--- src/rtl/pipeline_hazard_ctrl_if.sv ---
// Stage-field and control bundle between the datapath and pipeline_hazard_ctrl.
// master: datapath side (drives ID/EX/MEM fields, consumes enables/flushes).
// slave : hazard controller side.
interface pipeline_hazard_ctrl_if #(
  parameter int CNT_W = 16
);
  // ID stage fields
  logic [4:0]       id_rs;
  logic [4:0]       id_rt;
  logic             id_uses_rt;
  // EX stage fields
  logic             ex_memread;
  logic [4:0]       ex_rt;
  logic             ex_branch_taken;
  // MEM stage handshake
  logic             mem_req;
  logic             mem_ready;
  // pipeline register controls
  logic             pc_en;
  logic             ifid_en;
  logic             ifid_flush;
  logic             idex_en;
  logic             idex_flush;
  logic             exmem_en;
  logic             memwb_en;
  logic             memwb_bubble;
  // status and performance
  logic             mem_timeout;
  logic [CNT_W-1:0] stall_cycles;
  logic [CNT_W-1:0] flush_count;

  modport master (
    output id_rs, id_rt, id_uses_rt,
    output ex_memread, ex_rt, ex_branch_taken,
    output mem_req, mem_ready,
    input  pc_en, ifid_en, ifid_flush, idex_en, idex_flush,
    input  exmem_en, memwb_en, memwb_bubble,
    input  mem_timeout, stall_cycles, flush_count
  );

  modport slave (
    input  id_rs, id_rt, id_uses_rt,
    input  ex_memread, ex_rt, ex_branch_taken,
    input  mem_req, mem_ready,
    output pc_en, ifid_en, ifid_flush, idex_en, idex_flush,
    output exmem_en, memwb_en, memwb_bubble,
    output mem_timeout, stall_cycles, flush_count
  );
endinterface

--- src/rtl/pipeline_hazard_ctrl.sv ---
// Hazard and stall sequencer for a 5-stage pipeline.
// Produces PC / IF/ID / ID/EX / EX/MEM / MEM/WB enables and flushes for
// load-use stalls, taken-branch flushes and multi-cycle data-memory waits.
// Controls are combinational (zero added latency); only the RUN/MEM_WAIT
// state, the wait counter and the sticky watchdog flag are registered.
// Optional feature macro: STALL_COUNT_EN builds the stall/flush perf counters;
// when undefined both counter outputs are tied to 0 and no flops are built.
module pipeline_hazard_ctrl #(
  parameter int TIMEOUT = 64,
  parameter int CNT_W   = 16
) (
  input logic                   clk,
  input logic                   reset,
  pipeline_hazard_ctrl_if.slave hz
);

  typedef enum logic [0:0] {
    ST_RUN      = 1'b0,
    ST_MEM_WAIT = 1'b1
  } state_t;

  // Watchdog fires on the MEM_WAIT edge that sees wait_cnt == TIMEOUT-1.
  localparam bit               WD_EN   = (TIMEOUT != 0);
  localparam logic [CNT_W-1:0] WD_LAST = WD_EN ? CNT_W'(TIMEOUT - 1) : '0;

  state_t           state_q;
  logic [CNT_W-1:0] wait_cnt_q;
  logic             mem_timeout_q;

  logic hazard;
  logic mem_block;
  logic pc_en, ifid_en, ifid_flush, idex_en, idex_flush;
  logic exmem_en, memwb_en, memwb_bubble;

  // Load-use hazard: the load in EX writes a register the ID instruction reads.
  always_comb begin
    hazard = hz.ex_memread && (hz.ex_rt != 5'd0) &&
             ((hz.ex_rt == hz.id_rs) || (hz.id_uses_rt && (hz.ex_rt == hz.id_rt)));
  end

  // Memory stall this cycle: a new unfinished access in RUN, or still waiting in MEM_WAIT.
  always_comb begin
    if (state_q == ST_RUN) begin
      mem_block = hz.mem_req && !hz.mem_ready;
    end else begin
      mem_block = !hz.mem_ready;
    end
  end

  // Pipeline controls by priority: memory freeze, branch flush, load-use stall, flow.
  always_comb begin
    pc_en        = 1'b0;
    ifid_en      = 1'b0;
    ifid_flush   = 1'b0;
    idex_en      = 1'b0;
    idex_flush   = 1'b0;
    exmem_en     = 1'b0;
    memwb_en     = 1'b0;
    memwb_bubble = 1'b0;
    if (reset) begin
      if (mem_block) begin
        // Freeze upstream, drain a bubble into WB so nothing retires twice.
        memwb_en     = 1'b1;
        memwb_bubble = 1'b1;
      end else if (hz.ex_branch_taken) begin
        // Wrong-path instructions in IF/ID and ID/EX are squashed.
        pc_en      = 1'b1;
        ifid_en    = 1'b1;
        ifid_flush = 1'b1;
        idex_en    = 1'b1;
        idex_flush = 1'b1;
        exmem_en   = 1'b1;
        memwb_en   = 1'b1;
      end else if (hazard) begin
        // Hold PC and IF/ID, inject a bubble into ID/EX while the load advances.
        idex_en    = 1'b1;
        idex_flush = 1'b1;
        exmem_en   = 1'b1;
        memwb_en   = 1'b1;
      end else begin
        pc_en    = 1'b1;
        ifid_en  = 1'b1;
        idex_en  = 1'b1;
        exmem_en = 1'b1;
        memwb_en = 1'b1;
      end
    end
  end

  // RUN/MEM_WAIT sequencing, wait counter and sticky watchdog flag.
  always_ff @(posedge clk or negedge reset) begin
    if (!reset) begin
      state_q       <= ST_RUN;
      wait_cnt_q    <= '0;
      mem_timeout_q <= 1'b0;
    end else begin
      case (state_q)
        ST_RUN: begin
          if (hz.mem_req && !hz.mem_ready) begin
            state_q    <= ST_MEM_WAIT;
            wait_cnt_q <= '0;
          end
        end
        ST_MEM_WAIT: begin
          if (!hz.mem_ready) begin
            if (wait_cnt_q != {CNT_W{1'b1}}) begin
              wait_cnt_q <= wait_cnt_q + 1'b1;
            end
            if (WD_EN && (wait_cnt_q == WD_LAST)) begin
              mem_timeout_q <= 1'b1;
            end
          end else begin
            state_q <= ST_RUN;
          end
        end
        default: state_q <= ST_RUN;
      endcase
    end
  end

  assign hz.pc_en        = pc_en;
  assign hz.ifid_en      = ifid_en;
  assign hz.ifid_flush   = ifid_flush;
  assign hz.idex_en      = idex_en;
  assign hz.idex_flush   = idex_flush;
  assign hz.exmem_en     = exmem_en;
  assign hz.memwb_en     = memwb_en;
  assign hz.memwb_bubble = memwb_bubble;
  assign hz.mem_timeout  = mem_timeout_q;

`ifdef STALL_COUNT_EN
  logic [CNT_W-1:0] stall_cycles_q;
  logic [CNT_W-1:0] flush_count_q;

  // Saturating counts of PC-stalled cycles and IF/ID flush cycles.
  always_ff @(posedge clk or negedge reset) begin
    if (!reset) begin
      stall_cycles_q <= '0;
      flush_count_q  <= '0;
    end else begin
      if (!pc_en && (stall_cycles_q != {CNT_W{1'b1}})) begin
        stall_cycles_q <= stall_cycles_q + 1'b1;
      end
      if (ifid_flush && (flush_count_q != {CNT_W{1'b1}})) begin
        flush_count_q <= flush_count_q + 1'b1;
      end
    end
  end

  assign hz.stall_cycles = stall_cycles_q;
  assign hz.flush_count  = flush_count_q;
`else
  assign hz.stall_cycles = '0;
  assign hz.flush_count  = '0;
`endif

endmodule

--- src/flat_wrapper.sv ---
// flat-port wrapper written by rule: the top's interface ports become plain ports
module pipeline_hazard_ctrl_flat 
#(
  parameter int TIMEOUT = 64,
  parameter int CNT_W   = 16
)
  (clk, reset, hz_id_rs, hz_id_rt, hz_id_uses_rt, hz_ex_memread, hz_ex_rt, hz_ex_branch_taken, hz_mem_req, hz_mem_ready, hz_pc_en, hz_ifid_en, hz_ifid_flush, hz_idex_en, hz_idex_flush, hz_exmem_en, hz_memwb_en, hz_memwb_bubble, hz_mem_timeout, hz_stall_cycles, hz_flush_count);
  pipeline_hazard_ctrl_if #(.CNT_W(CNT_W)) hz_i ();
  input logic clk;
  input logic reset;
  input wire logic [$bits(hz_i.id_rs)-1:0] hz_id_rs;
  input wire logic [$bits(hz_i.id_rt)-1:0] hz_id_rt;
  input wire logic [$bits(hz_i.id_uses_rt)-1:0] hz_id_uses_rt;
  input wire logic [$bits(hz_i.ex_memread)-1:0] hz_ex_memread;
  input wire logic [$bits(hz_i.ex_rt)-1:0] hz_ex_rt;
  input wire logic [$bits(hz_i.ex_branch_taken)-1:0] hz_ex_branch_taken;
  input wire logic [$bits(hz_i.mem_req)-1:0] hz_mem_req;
  input wire logic [$bits(hz_i.mem_ready)-1:0] hz_mem_ready;
  output wire logic [$bits(hz_i.pc_en)-1:0] hz_pc_en;
  output wire logic [$bits(hz_i.ifid_en)-1:0] hz_ifid_en;
  output wire logic [$bits(hz_i.ifid_flush)-1:0] hz_ifid_flush;
  output wire logic [$bits(hz_i.idex_en)-1:0] hz_idex_en;
  output wire logic [$bits(hz_i.idex_flush)-1:0] hz_idex_flush;
  output wire logic [$bits(hz_i.exmem_en)-1:0] hz_exmem_en;
  output wire logic [$bits(hz_i.memwb_en)-1:0] hz_memwb_en;
  output wire logic [$bits(hz_i.memwb_bubble)-1:0] hz_memwb_bubble;
  output wire logic [$bits(hz_i.mem_timeout)-1:0] hz_mem_timeout;
  output wire logic [$bits(hz_i.stall_cycles)-1:0] hz_stall_cycles;
  output wire logic [$bits(hz_i.flush_count)-1:0] hz_flush_count;
  assign hz_i.id_rs = hz_id_rs;
  assign hz_i.id_rt = hz_id_rt;
  assign hz_i.id_uses_rt = hz_id_uses_rt;
  assign hz_i.ex_memread = hz_ex_memread;
  assign hz_i.ex_rt = hz_ex_rt;
  assign hz_i.ex_branch_taken = hz_ex_branch_taken;
  assign hz_i.mem_req = hz_mem_req;
  assign hz_i.mem_ready = hz_mem_ready;
  assign hz_pc_en = hz_i.pc_en;
  assign hz_ifid_en = hz_i.ifid_en;
  assign hz_ifid_flush = hz_i.ifid_flush;
  assign hz_idex_en = hz_i.idex_en;
  assign hz_idex_flush = hz_i.idex_flush;
  assign hz_exmem_en = hz_i.exmem_en;
  assign hz_memwb_en = hz_i.memwb_en;
  assign hz_memwb_bubble = hz_i.memwb_bubble;
  assign hz_mem_timeout = hz_i.mem_timeout;
  assign hz_stall_cycles = hz_i.stall_cycles;
  assign hz_flush_count = hz_i.flush_count;
  pipeline_hazard_ctrl #(.TIMEOUT(TIMEOUT), .CNT_W(CNT_W)) u_core (.clk(clk), .reset(reset), .hz(hz_i));
endmodule
--- config.mk ---
export PLATFORM = sky130hd
export DESIGN_NAME = pipeline_hazard_ctrl_flat
export DESIGN_NICKNAME = d
export VERILOG_FILES = /design/src/rtl/pipeline_hazard_ctrl_if.sv /design/src/rtl/pipeline_hazard_ctrl.sv /design/src/flat_wrapper.sv
export SDC_FILE = /design/constraint.sdc
export NUM_CORES = 1
export LEC_CHECK = 0
export ABC_CLOCK_PERIOD_IN_PS = 1800
export BUFFER_PORTS_ARGS = -buffer_cell sky130_fd_sc_hd__buf_2
export CAP_MARGIN = 0
export CORE_UTILIZATION = 43
export DETAILED_ROUTE_END_ITERATION = 16
export HOLD_SLACK_MARGIN = 0.05
export PLACE_DENSITY = 0.73
export REMOVE_ABC_BUFFERS = 1
export SYNTH_ARGS = -nofsm -noshare
export SYNTH_HDL_FRONTEND = slang
export SYNTH_SLANG_ARGS = --single-unit
--- constraint.sdc ---
create_clock -name clk -period 1.8 [get_ports clk]
set_input_delay 0.09 -clock clk [delete_from_list [all_inputs] [get_ports clk]]
set_output_delay 0.09 -clock clk [all_outputs]
set_load 0.03 [all_outputs]
# [Word-level counts from Yosys, hierarchy flattened]
# Cells that the tools add are included.
[op_classes] reduce_logical=9 n_bitwise=2 n_mux=24 n_eq_ne=7 add_sub_neg=1
[op_table] operator="$mux W16" count=3
[op_table] operator="$pmux W16 S2" count=1
[op_table] operator="$mux W1" count=19
[op_table] operator="$add A16 B1 Y16 const B" count=1
[op_table] operator="$eq A16 B6 Y1 const B" count=1
[op_table] operator="$ne A16 B16 Y1 const B" count=1
[op_table] operator="$eq A5 B5 Y1" count=2
[op_table] operator="$ne A2 B2 Y1 const B" count=3
[op_table] operator="$reduce_and A3 Y1" count=2
[op_table] operator="$reduce_bool A5 Y1" count=1
[op_table] operator="$logic_and A1 B1 Y1" count=4
[op_table] operator="$not A1 Y1" count=2
[op_table] operator="$pmux W1 S2" count=1
[op_table] operator="$logic_not A1 Y1" count=1
[op_table] operator="$logic_or A1 B1 Y1" count=1
[word_totals] elab_cells=46 ff_bits=18 out_inout_bits=41

# [Logic depth before layout (Yosys ltp)]
# Gate-level depths: netlist (run 1).
[depth] ltp_word=8 depth_mapped=6

# [Worst setup path after synthesis (run 1)]
# Ideal clock, no wire load.
[synth_timing] path_type="reg-to-reg" start="reg u_core.wait_cnt_q[0]" end="reg u_core.wait_cnt_q[12]" n_path_buf=1 t_arrival_ns=1.687 stages_incl_launch_ff=7 required_time_ns=1.676 setup_slack_ns=-0.011 synth_period_minus_slack_ns=1.811 path_cell_list="dfrtp_1 ha_1 nand3_1 or4_4 buf_6 and3_4 a211o_1"
[synth_via] elab_chain_len=4
[synth_rtl] item="from (decl)" line_no="pipeline_hazard_ctrl.sv:27" text="logic [CNT_W-1:0] wait_cnt_q;"
[synth_rtl] item="from (signal assigned)" line_no="pipeline_hazard_ctrl.sv:107" text="wait_cnt_q <= wait_cnt_q + 1'b1;"
[synth_rtl] item="$add A16 B1 Y16" line_no="pipeline_hazard_ctrl.sv:107"
[synth_rtl] item="$mux W16" line_no="pipeline_hazard_ctrl.sv:106" text="if (wait_cnt_q != {CNT_W{1'b1}}) begin"
[synth_rtl] item="$mux W16" line_no="pipeline_hazard_ctrl.sv:105" text="if (!hz.mem_ready) begin"
[synth_rtl] item="$pmux W16 S2" line_no="pipeline_hazard_ctrl.sv:97" text="case (state_q)"
# Parallel ways exist; a longest one is shown, timed or not. The select of a mux whose other input is x is not followed.
# A chain may end at the register's enable or synchronous reset.

# [Final worst setup path (run 1)]
[layout_timing] start="reg u_core.wait_cnt_q[1]" end="reg u_core.wait_cnt_q[12]"
# The elaborated chain is that of the path after synthesis.

==> results.py, run 1 <==
metrics = {
    "place": {
        "place_inst": 265,
        "gp_congestion": 1.01,
        "dp_hpwl_um": 2600,
        "dp_slack_ps": 6.49,
        "io_buffers": 30,
    },
    "hold_path": {
        "hp-class": "input port to asynchronous set/reset pin",
    },
    "drt": {
        "top_layer": "met4",
        "routed_wl_um": 3380,
        "drt_iter0_drc": 63,
        "antenna_left": 0,
        "drc": 0,
        "met3_length_um": 229,
        "wl_per_cell_um": 12.3,
        "num_vias": 1429,
        "drt-met1-wl_um": 1540,
        "via_per_inst": 5.22,
        "firstDrtPassIters": 4,
        "met2_wirelength_um": 1570,
    },
    "pwr": {
        "seq_power_share_pct": 42.1,
        "power.density_nw_per_um2": 569,
        "comb_power_share_pct": 33.5,
        "power.internal_uw": 667,
        "power.switching_uw": 372,
        "irDropWorstVdd_mv": 0.489,
        "power.total_mw": 1.04,
        "swShare_pct": 35.8,
        "clkPwrFrac_pct": 24.4,
        "p_leak_nw": 0.868,
    },
    "timing": {
        "slew_violations": 0,
        "fmax_ghz": 0.578,
        "period_share_pct": 96.1,
        "final.setup.worst_slack_ps": 70.3,
        "finalHoldViolations": 0,
        "rsz0062_at_grt": "yes",
        "skew_ps": 2.01,
        "setup_viol": 0,
        "min_period_ps": 1730,
    },
    "cells_and_area": {
        "final_util_pct": 54.7,
        "area_growth_syn_to_layout_pct": 21.5,
        "layout.nets": 252,
        "drive_gt1_share_pct": 32.9,
        "instances_no_fill": 274,
        "antenna_cells": 0,
    },
    "clock_network": {
        "path_clk_slew_ps": 110,
        "numCtsBuffers": 3,
        "clkSinkCount": 18,
        "cts_tree": "built",
        "clk_latency_ps": 290,
        "h-tree-depth": 1,
        "root_buffer": "clkbuf_4",
        "clock_path_buffers": 2,
    },
    "die": {
        "fp.dieArea_um2": 3740,
        "die_height_um": 61.1,
        "die_width_um": 61.1,
        "start_util_pct": 45.0,
        "io_pins": 63,
        "rows": 21,
        "core_area_um2": 3340,
    },
    "synth": {
        "synth_area_leaders": "dfrtp_1 30%, buf_4 17%, xor2_1 5.2%",
        "syn_area_um2": 1500,
        "synthArstFlopShare_pct": 100,
        "syn_inst": 174,
        "synth_edf_count": 0,
        "ys_seq_area_share_pct": 30.0,
        "synthFlopType": "dfrtp_1",
        "synth_cell_type_count": 44,
        "synth-seq-cells": 18,
        "synth_top_area_share_pct": 30.0,
        "ys_top_cells_by_count": "35 x buf_4, 18 x dfrtp_1, 11 x nand2_1, 9 x nor4_1, 9 x xor2_1",
        "synth_warnings": 0,
        "synth.most_common_cell": "buf_4",
        "avgSynthCellArea_um2": 8.64,
        "yosysTopAreaCell": "dfrtp_1",
    },
    "global_routing": {
        "grt_max_degree": 15,
        "grtUsageTotal_pct": 18.9,
        "grt-ovfl-total": 0,
        "grt_pass1_wl_um": 5260,
        "antenna_found_initial": 0,
        "grt_pass1_vias": 1203,
    },
    "setup_path": {
        "start_kind": "flip-flop",
        "critPathArrivalTime_ps": 1920,
        "cp_max_fo": 11,
        "r2r_slack_ps": 70,
        "path_class": "flip-flop to flip-flop",
        "crit_path_end_kind": "flip-flop",
        "cp_data_required_time_ps": 1990,
    },
    "run": {
        "maxCapViolations": 0,
    },
    "run_status": {
        "outcome": "complete, no violations",
    },
}
cell usage in the layout, fill, tap and decap left out, types with 2 or more instances in the layout:
master     instances
xor2_1             9
o21ai_0            8
dfrtp_1           18
mux2i_1            3
or2_2              3
nor3_1             5
o41ai_1            2
clkbuf_4           3
nor4_1             9
nand2_1           11
or3_1              4
a21oi_1            5
or4_4              2
inv_1              4
o31ai_1            3
nand4_1            2
nor2_1             7
o211ai_1           3
buf_4             30
o2bb2ai_1          3
buf_2             27
a32o_1             4
conb_1            32
nand3_1            4
worst paths after layout:
| check | from | end | cells after the start |
|---|---|---|---|
| max | u_core.wait_cnt_q[1] | u_core.wait_cnt_q[12] | 5 |
| min | reset | u_core.wait_cnt_q[6] | 2 |
| max reg2reg | u_core.wait_cnt_q[1] | u_core.wait_cnt_q[12] | 5 |
| min reg2reg | u_core.hz.mem_timeout | u_core.hz.mem_timeout | 1 |
| max in group asynchronous | reset | u_core.wait_cnt_q[0] | 3 |
| min in group clk | hz_mem_ready | u_core.wait_cnt_q[11] | 4 |
routing by layer:
layer  vias to the layer above  global-route usage, %
met5                         -                      0
met4                         0                   3.90
met3                         8                   4.62
met2                        69                   32.6
met1                       667                   24.0
li1                        685                      -
worst max-delay path: stages (launching register included):
cell	delay, ps
dfrtp_1	360
ha_1	180
nand3_2	120
or4_4	530
and3_4	210
a211o_1	220
per-stage QoR:
| stage | setup TNS, ps | hold WS, ps | cell area, um2 |
|---|---|---|---|
| after floorplan | -874 | -206 | 1330 |
| after global placement | 0 | 0.285 | 1720 |
| after detailed placement | 0 | -0.0591 | 1720 |
| after CTS | 0 | 202 | 1770 |
| after global routing | -43.3 | 226 | 1830 |
| final | 0 | 210 | 1830 |
cell type report:
type | count | area [um2]
fillers | 300 | 1510
repair buffers | 59 | 382
flip-flops and latches | 18 | 450
multi-input cells | 141 | 873
well taps | 46 | 57.6
clock buffers | 4 | 36.3
inverters | 6 | 26.3
kinds of logic after synthesis:
logic type,Yosys count,share of synthesized area (%)
xor+xnor,10,5.83
fa+ha+maj,1,0.833
compound gates,42,20.8
flops,18,30.0
simple gates,53,19.6
buf+inv,46,20.7
other cells,1,0.250
mux,3,2.00
repair_timing:
item / in CTS / in global routing
endpoints found under the setup margin: 5 / 13
hold endpoints to repair: 18 / 0
gates resized for setup: 1 / 11
buffers inserted: 0 / 4
pin swaps: 0 / 1
gates cloned: 0 / 0
hold buffers: 1 / 0
registers in the layout, summed over array words and instances, names as in the netlist:
name / cells
u_core.hz.mem_timeout: 1
u_core.wait_cnt_q: 16
u_core.state_q: 1
power groups by stage:
stage / clock network (mW) / registers, mW / logic (mW)
2_1_floorplan: 0 / 0.460 / 0.193
3_3_place_gp: 0 / 0.445 / 0.325
3_5_place_dp: 0 / 0.445 / 0.327
4_1_cts: 0.263 / 0.437 / 0.330
5_1_grt: 0.278 / 0.439 / 0.382
6_report: 0.254 / 0.438 / 0.347
No activity file was read; power rests on OpenSTA's default activity.
==> run 2: changes to the inputs <==
--- a/config.mk
+++ b/config.mk
@@ -8,11 +8,10 @@
 export ABC_CLOCK_PERIOD_IN_PS = 1800
 export BUFFER_PORTS_ARGS = -buffer_cell sky130_fd_sc_hd__buf_2
 export CAP_MARGIN = 0
-export CORE_UTILIZATION = 43
+export CORE_UTILIZATION = 35
 export DETAILED_ROUTE_END_ITERATION = 16
 export HOLD_SLACK_MARGIN = 0.05
-export PLACE_DENSITY = 0.73
-export REMOVE_ABC_BUFFERS = 1
+export PLACE_DENSITY = 0.61
 export SYNTH_ARGS = -nofsm -noshare
 export SYNTH_HDL_FRONTEND = slang
 export SYNTH_SLANG_ARGS = --single-unit
==> results.py, run 2 (synthesis results as in run 1) <==
metrics = {
    "timing": {
        "slew_violations": 0,
        "period_share_pct": 101,
        "fin_setup_tns_ps": -13.3,
        "rsz0062_at_grt": "yes",
        "fmax_ghz": 0.551,
        "min_period_ps": 1810,
        "finalHoldViolations": 0,
        "setup_viol": 1,
        "skew_ps": 1.11,
        "final.setup.worst_slack_ps": -13.3,
    },
    "pwr": {
        "irDropWorstVdd_mv": 0.324,
        "power.switching_uw": 388,
        "power.density_nw_per_um2": 588,
        "power.internal_uw": 692,
        "p_leak_nw": 0.860,
        "swShare_pct": 35.9,
        "comb_power_share_pct": 32.0,
        "seq_power_share_pct": 41.2,
        "clkPwrFrac_pct": 26.8,
        "power.total_mw": 1.08,
    },
    "run_status": {
        "outcome": "finished, violations left",
        "violations": "negative setup slack",
    },
    "clock_network": {
        "clock_path_buffers": 2,
        "clkSinkCount": 18,
        "numCtsBuffers": 3,
        "clk_latency_ps": 250,
        "h-tree-depth": 1,
        "path_clk_slew_ps": 70,
        "root_buffer": "clkbuf_8",
        "cts_tree": "built",
    },
    "drt": {
        "via_per_inst": 5.11,
        "firstDrtPassIters": 4,
        "drt_iter0_drc": 60,
        "drc": 0,
        "routed_wl_um": 3640,
        "num_vias": 1404,
        "antenna_left": 0,
        "wl_per_cell_um": 13.2,
    },
    "setup_path": {
        "crit_path_end_kind": "flip-flop",
        "critPathArrivalTime_ps": 1960,
        "start_kind": "flip-flop",
        "cp_max_fo": 6,
        "cp_data_required_time_ps": 1940,
        "path_class": "flip-flop to flip-flop",
    },
    "die": {
        "io_pins": 63,
        "die_height_um": 67.5,
        "start_util_pct": 37.0,
        "fp.dieArea_um2": 4560,
        "rows": 23,
        "die_width_um": 67.5,
        "core_area_um2": 4060,
    },
    "global_routing": {
        "grt-ovfl-total": 0,
        "grtUsageTotal_pct": 15.3,
        "grt_max_degree": 22,
        "grt_pass1_vias": 1145,
        "grt_pass1_wl_um": 5200,
        "antenna_found_initial": 0,
    },
    "run": {
        "maxCapViolations": 0,
    },
    "cells_and_area": {
        "layout.nets": 250,
        "final_cell_mix": "32 x conb_1, 30 x buf_2, 24 x buf_4",
        "largest_reg_flops": 16,
        "drive_gt1_share_pct": 31.1,
        "antenna_cells": 0,
        "final_util_pct": 45.3,
        "regMostFlops": "u_core.wait_cnt_q",
        "final_common_cell": "conb_1",
        "area_growth_syn_to_layout_pct": 22.3,
    },
    "place": {
        "gp_congestion": 0.928,
        "io_buffers": 30,
        "dp_slack_ps": 47.3,
        "dp_hpwl_um": 2690,
    },
    "hold_path": {
        "hp-class": "input port to flip-flop",
    },
}
run 2: cell count changes in the layout (fill, tap and decap cells not counted), sizes merged:
cell,before,now
buf,58,55
clkbuf,4,3
clkinvlp,1,0
inv,5,6
or4,3,4
run 2: final timing paths:
path,startpoint,end,slack (ps),cells after the start
worst max-delay path,u_core.wait_cnt_q[1],u_core.wait_cnt_q[12],-10,5
worst min-delay path,hz_mem_ready,u_core.wait_cnt_q[11],250,4
worst max register to register,u_core.wait_cnt_q[1],u_core.wait_cnt_q[12],-10,5
worst min register to register,u_core.hz.mem_timeout,u_core.hz.mem_timeout,490,1
max in group asynchronous,reset,u_core.wait_cnt_q[5],1330,3
min in group asynchronous,reset,u_core.hz.mem_timeout,320,3
run 2: what timing repair did:
action / CTS / global route
gates resized for setup: 0 / 7
endpoints found under the setup margin: 0 / 15
buffers inserted: 0 / 2
hold buffers: 1 / 0
endpoints found under the hold margin: 18 / 0
run 2: area by class of cell:
class                   instances  area, um2
clock buffers                   3       41.3
inverters                       6       22.5
fillers                       396       2220
flip-flops and latches         18        450
repair buffers                 56        360
multi-input cells             142        901
well taps                      50       62.6
run 2: critical path: stages, from the launching register on:
cell and delay, ps:
dfrtp_1 400, ha_4 180, nand3_4 100, or4_4 600, and3_4 200, a211o_1 220
run 2: per-stage QoR:
step / cell area (um2) / cells / hold slack [ps]
floorplan: 1620 / 205 / -206
global placement: 1730 / 268 / 78.3
detailed placement: 1730 / 268 / 75.4
CTS: 1780 / 272 / 246
global route: 1840 / 275 / 289
finish: 1840 / 275 / 252
run 2: metal layers:
metal	share of wire (%)	up-vias	track usage, %	wire length, um
met1	45	636	21.3	1640
li1	-	688	-	-
met4	0.99	0	4.52	36
met2	46	74	24.3	1690
met3	7.7	6	2.20	281
met5	0	-	0	0
run 2: power by group through the flow:
stage,logic [mW],registers [mW],clock network (mW)
final,0.346,0.445,0.289
after global routing,0.377,0.446,0.306
after CTS,0.338,0.439,0.292
after detailed placement,0.336,0.447,0
after global placement,0.333,0.445,0
after floorplan,0.264,0.455,0
